<file path="config.mk">
export PLATFORM = sky130hd
export DESIGN_NAME = msrv32_wb_stage
export DESIGN_NICKNAME = d
export VERILOG_FILES = /design/src/rtl/msrv32_pkg.sv /design/src/rtl/msrv32_integer_file.sv /design/src/rtl/msrv32_wb_stage.sv
export SDC_FILE = /design/constraint.sdc
export NUM_CORES = 2
export LEC_CHECK = 0
export CAP_MARGIN = 20
export CORE_UTILIZATION = 55
export DETAILED_ROUTE_END_ITERATION = 12
export MAX_ROUTING_LAYER = met4
export PLACE_DENSITY = 0.72
export REMOVE_ABC_BUFFERS = 1
export SYNTH_ARGS = -nofsm -noshare
export SYNTH_HDL_FRONTEND = slang
export SYNTH_SLANG_ARGS = --single-unit
</file>
<file path="constraint.sdc">
create_clock -name ms_riscv32_mp_clk_in -period 3.95 [get_ports ms_riscv32_mp_clk_in]
set_input_delay 0.395 -clock ms_riscv32_mp_clk_in [delete_from_list [all_inputs] [get_ports ms_riscv32_mp_clk_in]]
set_output_delay 0.395 -clock ms_riscv32_mp_clk_in [all_outputs]
set_load 0.01 [all_outputs]
</file>
<file path="src/rtl/msrv32_pkg.sv">
// Shared widths and writeback source encodings for the msrv32 writeback slice.
package msrv32_pkg;

  localparam int XLEN       = 32;
  localparam int REG_ADDR_W = 5;
  localparam int NUM_REGS   = 1 << REG_ADDR_W;

  typedef enum logic [1:0] {
    WB_SEL_ALU  = 2'b00,
    WB_SEL_LOAD = 2'b01,
    WB_SEL_PC4  = 2'b10,
    WB_SEL_CSR  = 2'b11
  } wb_sel_e;

endpackage

</file>
<file path="src/rtl/msrv32_integer_file.sv">
// 32 x XLEN integer register file with x0 hardwired to zero and two async read ports.
// Optional write-to-read bypass when MSRV32_RF_BYPASS_EN is defined.
module msrv32_integer_file
  import msrv32_pkg::*;
(
  input  logic                  clk,
  input  logic                  rst_n,
  input  logic                  wr_en_in,
  input  logic [REG_ADDR_W-1:0] wr_addr_in,
  input  logic [XLEN-1:0]       wr_data_in,
  input  logic [REG_ADDR_W-1:0] rs_1_addr_in,
  input  logic [REG_ADDR_W-1:0] rs_2_addr_in,
  output logic [XLEN-1:0]       rs_1_out,
  output logic [XLEN-1:0]       rs_2_out
);

  logic [XLEN-1:0] regs_d [NUM_REGS];
  logic [XLEN-1:0] regs_q [NUM_REGS];

  // NOTE: every always_comb output gets a default first, so no path can infer a latch.
  always_comb begin
    regs_d = regs_q;
    if (wr_en_in && (wr_addr_in != '0)) begin
      regs_d[wr_addr_in] = wr_data_in;
    end
    regs_d[0] = '0;
  end

  // NOTE: the whole array is cleared by reset because software relies on x1..x31 reading zero.
  always_ff @(posedge clk) begin
    if (!rst_n) begin
      for (int i = 0; i < NUM_REGS; i++) begin
        regs_q[i] <= '0;
      end
    end else begin
      regs_q <= regs_d;
    end
  end

  function automatic logic [XLEN-1:0] read_port(input logic [REG_ADDR_W-1:0] addr);
    logic [XLEN-1:0] data;
    data = (addr == '0) ? '0 : regs_q[addr];
`ifdef MSRV32_RF_BYPASS_EN
    if (wr_en_in && (addr != '0) && (addr == wr_addr_in)) begin
      data = wr_data_in;
    end
`endif
    return data;
  endfunction

  always_comb begin
    rs_1_out = read_port(rs_1_addr_in);
    rs_2_out = read_port(rs_2_addr_in);
  end

endmodule

</file>
<file path="src/rtl/msrv32_wb_stage.sv">
// Writeback stage: source mux, stage register and integer register file.
// Build option MSRV32_RF_BYPASS_EN enables write-to-read bypass in the register file.
module msrv32_wb_stage
  import msrv32_pkg::*;
(
  input  logic                  ms_riscv32_mp_clk_in,
  input  logic                  ms_riscv32_mp_rst_in,
  input  logic [XLEN-1:0]       alu_result_in,
  input  logic [XLEN-1:0]       load_data_in,
  input  logic [XLEN-1:0]       pc_plus_4_in,
  input  logic [XLEN-1:0]       csr_data_in,
  input  logic [1:0]            wb_mux_sel_in,
  input  logic [REG_ADDR_W-1:0] rd_addr_in,
  input  logic                  rf_wr_en_in,
  input  logic                  stall_in,
  input  logic                  flush_in,
  input  logic [REG_ADDR_W-1:0] rs_1_addr_in,
  input  logic [REG_ADDR_W-1:0] rs_2_addr_in,
  output logic [XLEN-1:0]       rs_1_out,
  output logic [XLEN-1:0]       rs_2_out,
  output logic [XLEN-1:0]       wb_data_out,
  output logic [REG_ADDR_W-1:0] wb_rd_addr_out,
  output logic                  wb_valid_out
);

  logic [XLEN-1:0]       mux_data;
  logic [XLEN-1:0]       wb_data_d,    wb_data_q;
  logic [REG_ADDR_W-1:0] wb_rd_addr_d, wb_rd_addr_q;
  logic                  wb_valid_d,   wb_valid_q;

  always_comb begin
    mux_data = alu_result_in;
    case (wb_sel_e'(wb_mux_sel_in))
      WB_SEL_ALU:  mux_data = alu_result_in;
      WB_SEL_LOAD: mux_data = load_data_in;
      WB_SEL_PC4:  mux_data = pc_plus_4_in;
      WB_SEL_CSR:  mux_data = csr_data_in;
      default:     mux_data = alu_result_in;
    endcase
  end

  // Flush only kills the valid bit; data and address are don't-care and simply hold.
  always_comb begin
    wb_data_d    = wb_data_q;
    wb_rd_addr_d = wb_rd_addr_q;
    wb_valid_d   = wb_valid_q;
    if (flush_in) begin
      wb_valid_d = 1'b0;
    end else if (!stall_in) begin
      wb_data_d    = mux_data;
      wb_rd_addr_d = rd_addr_in;
      wb_valid_d   = rf_wr_en_in && (rd_addr_in != '0);
    end
  end

  // NOTE: sequential state uses non-blocking assignments so all flops sample pre-edge values.
  always_ff @(posedge ms_riscv32_mp_clk_in) begin
    if (!ms_riscv32_mp_rst_in) begin
      wb_data_q    <= '0;
      wb_rd_addr_q <= '0;
      wb_valid_q   <= 1'b0;
    end else begin
      wb_data_q    <= wb_data_d;
      wb_rd_addr_q <= wb_rd_addr_d;
      wb_valid_q   <= wb_valid_d;
    end
  end

  assign wb_data_out    = wb_data_q;
  assign wb_rd_addr_out = wb_rd_addr_q;
  assign wb_valid_out   = wb_valid_q;

  msrv32_integer_file u_integer_file (
    .clk          (ms_riscv32_mp_clk_in),
    .rst_n        (ms_riscv32_mp_rst_in),
    .wr_en_in     (wb_valid_q),
    .wr_addr_in   (wb_rd_addr_q),
    .wr_data_in   (wb_data_q),
    .rs_1_addr_in (rs_1_addr_in),
    .rs_2_addr_in (rs_2_addr_in),
    .rs_1_out     (rs_1_out),
    .rs_2_out     (rs_2_out)
  );

endmodule

</file>
==> results_dict.tcl <==
set metrics [dict create \
    yosysMostFrequentCell "nand2_1" \
    drtIter0Drc 8486 \
    wl_met2_microns 96800 \
    wl_per_cell_microns 28.5 \
    synth.top_cell.area_share 0.365 \
    crit_path_top_delay_cell "a21boi_0" \
    crit_buf_inv 4 \
    place_congestion 0.987 \
    final_cell_area_sq_um 64400 \
    die_h_microns 322 \
    fin_crit_sh 1.02 \
    crit_path_end_kind "primary output" \
    yosysWarningCount 0 \
    outcome "finished with violations" \
    syn2layout_area_growth_pct 14.2 \
    drc_errors 0 \
    clkLatencyLatePin_ps 730 \
    total_power_mw 24.6 \
    fillers 8520 \
    antenna_left 1 \
    synth_top_family_by_area "compound AO/OA/AOI/OAI gates" \
    synth_top_area_cell "dfxtp_1" \
    die_w_microns 322 \
    start_util 0.555 \
    clockRootBuffer "clkbuf_16" \
    finalSetupViolCount 1 \
    synth_area_leaders "dfxtp_1 (37%), nand2_1 (14%), a21boi_0 (13%)" \
    ys_seq_area_frac 0.365 \
    synth_fa_ha_area_frac 0 \
    setup_ws_ps -92.3 \
    syn_avg_cell_area_sq_um 8.52 \
    synth-compound-area-share 0.228 \
    max_slew.worst_pin.slew_ps 1260 \
    overflow 0 \
    setup_tns_ps -92.3 \
    cts_tree "done" \
    postSynthCellCount 6621 \
    cts_made_buffers 110 \
    finalHoldViolations 0 \
    drive_gt1_frac 0.121 \
    viasPerCell 6.73 \
    nets 6724 \
    whs_ps 196 \
    yosysUniqueCellTypes 53 \
    critical_path_required_ps 3560 \
    cts.sinks 1030 \
    yosys.area_share.simple 0.163 \
    h-tree-depth 3 \
    grt_max_degree 168 \
    rsz0062_at_grt "no" \
    synth_flop_cell "dfxtp_1" \
    violations "antenna rules, setup timing" \
    port_buffers 251 \
    drt-pass1-iter-count 9 \
    antenna_found_initial 15 \
    holdCritPathClass "primary input to flop" \
    grt_usage 0.441 \
    highest_layer "met4" \
    fmax_ghz 0.247 \
    dr_wl_met3_microns 34100 \
    syn_area_sq_um 56400 \
    skew_ps 33.0 \
    grt_pass1_wl_microns 333000 \
    maxCapViolCount 0 \
    io_pins 252 \
    period_needed_ps 4040 \
    dpl_cell_area_sq_um 60300 \
    rows 117 \
    synth-seq-cells 1030 \
    post-cts-setup-buffers 0 \
    crit_family "buffers and inverters" \
    die_area_sq_um 104000 \
    hpwl_microns 141000 \
    drv_slew 0 \
    routedLengthMet1_microns 86400 \
    crit_chain "buf_8 > buf_12 > buf_4 > mux2i_1 > a22oi_1 > a21boi_0 > o211ai_1 > clkdlybuf4s50_1" \
    vdd.ir_drop.worst_mv 0.338 \
    synth_edf_count 0 \
    ctsHoldBuffers 0 \
    cpPeakStageDelay_ps 820 \
    synth_xor_xnor_area_share 0 \
    wl_microns 229000 \
    crit_type "primary input to primary output" \
    synth_mux_area_frac 0.186 \
    clkTransAtPathRegs_ps 60 \
    cp.arrival_ps 3650 \
    vias 54200 \
    cts_buffer_depth 3 \
    design.core.area_sq_um 102000 \
    synth_common_cells "nand2_1 (2104), dfxtp_1 (1030), a21boi_0 (952), mux2i_1 (629), clkbuf_1 (381)" \
    synthArstFlopShare 0 \
    start_kind "primary input" \
    grt_pass1_vias 50600 \
    critPathMaxFanout 52 \
    max_slew_margin 0.155 \
    power_leakage_nw 22.5 \
    ctsResizeCount 0 \
    p_per_area_nw_per_um2 382 \
]
==> placed cells by master (no fill, tap or decap), types with 13 or more instances in the layout <==
master	count
nand2_1	2092
dfxtp_1	1030
a21boi_0	952
mux2i_1	629
clkdlybuf4s50_1	238
a22oi_1	210
mux2_2	204
buf_4	199
a21boi_1	115
clkbuf_16	113
a221oi_1	94
mux4_2	76
or3_1	65
o22ai_1	64
buf_12	62
o211ai_1	60
nand3_1	51
a2bb2oi_1	43
o2111ai_1	32
clkbuf_8	32
a22o_1	30
nor2_4	28
clkbuf_1	24
diode_2	15
a221o_1	15
clkinv_2	15
bufinv_16	15
nor2_1	14
a2111oi_0	13
==> per-layer routing <==
metal / track usage / vias up
met3: 0.140 / 878
met4: 0.229 / 0
li1: - / 23100
met1: 0.557 / 26000
met2: 0.626 / 4255
met5: - / -
==> report_power, final <==
| group | total, mW | internal (mW) | switching (mW) |
|---|---|---|---|
| Clock | 11.3 | 6.77 | 4.56 |
| Combinational | 2.82 | 1.12 | 1.71 |
| Sequential | 10.5 | 10.4 | 0.0492 |
| Total | 24.6 | 18.3 | 6.32 |
==> metrics by stage <==
stage	instances	utilization	setup WS, ps
6_report	8050	0.633	-92.3
4_1_cts	8029	0.632	203
5_1_grt	8045	0.633	127
2_1_floorplan	5946	-	6.14
3_3_place_gp	7821	0.593	-582
3_5_place_dp	7824	0.593	224
==> path summary, 6_finish.rpt <==
path                                                      from                                       to  slack, ps  cells past startpoint
worst max-delay path                           rs_2_addr_in[2]                              rs_2_out[2]        -90                      8
worst min-delay path                      ms_riscv32_mp_rst_in  u_integer_file.regs_q[311]$_SDFFE_PN0P_        200                      2
worst max register to register  wb_rd_addr_out[3]$_SDFFE_PN0P_  u_integer_file.regs_q[119]$_SDFFE_PN0P_       1000                      5
worst min register to register    wb_data_out[20]$_SDFFE_PN0P_             wb_data_out[20]$_SDFFE_PN0P_        470                      2
==> sequential cells by signal (all words and copies together) (netlist names) <==
| register | cells |
|---|---|
| u_integer_file.regs_q | 992 |
| wb_data_out | 32 |
| wb_rd_addr_out | 5 |
| wb_valid_out | 1 |
==> cells by family (layout without fill, tap and decap cells) <==
family	count (synthesis)	after routing
other	0	15
muxes	917	917
and+or+nand+nor	2322	2322
AOI/OAI and AO/OA	1674	1674
buffers and inverters	678	724
DFF	1030	1030
==> area by class of cell <==
type	count	area (sq um)	area share
multi-input cells	4913	32800	0.509
well taps	1368	1710	0.0266
diodes	15	37.5	0.000582
repair buffers	516	5340	0.0828
flip-flops and latches	1030	20600	0.320
inverters	3	11.3	0.000175
clock buffers	167	3330	0.0517
clock inverters	38	591	0.00916
Note: power is estimated with default switching activity, not from simulation.
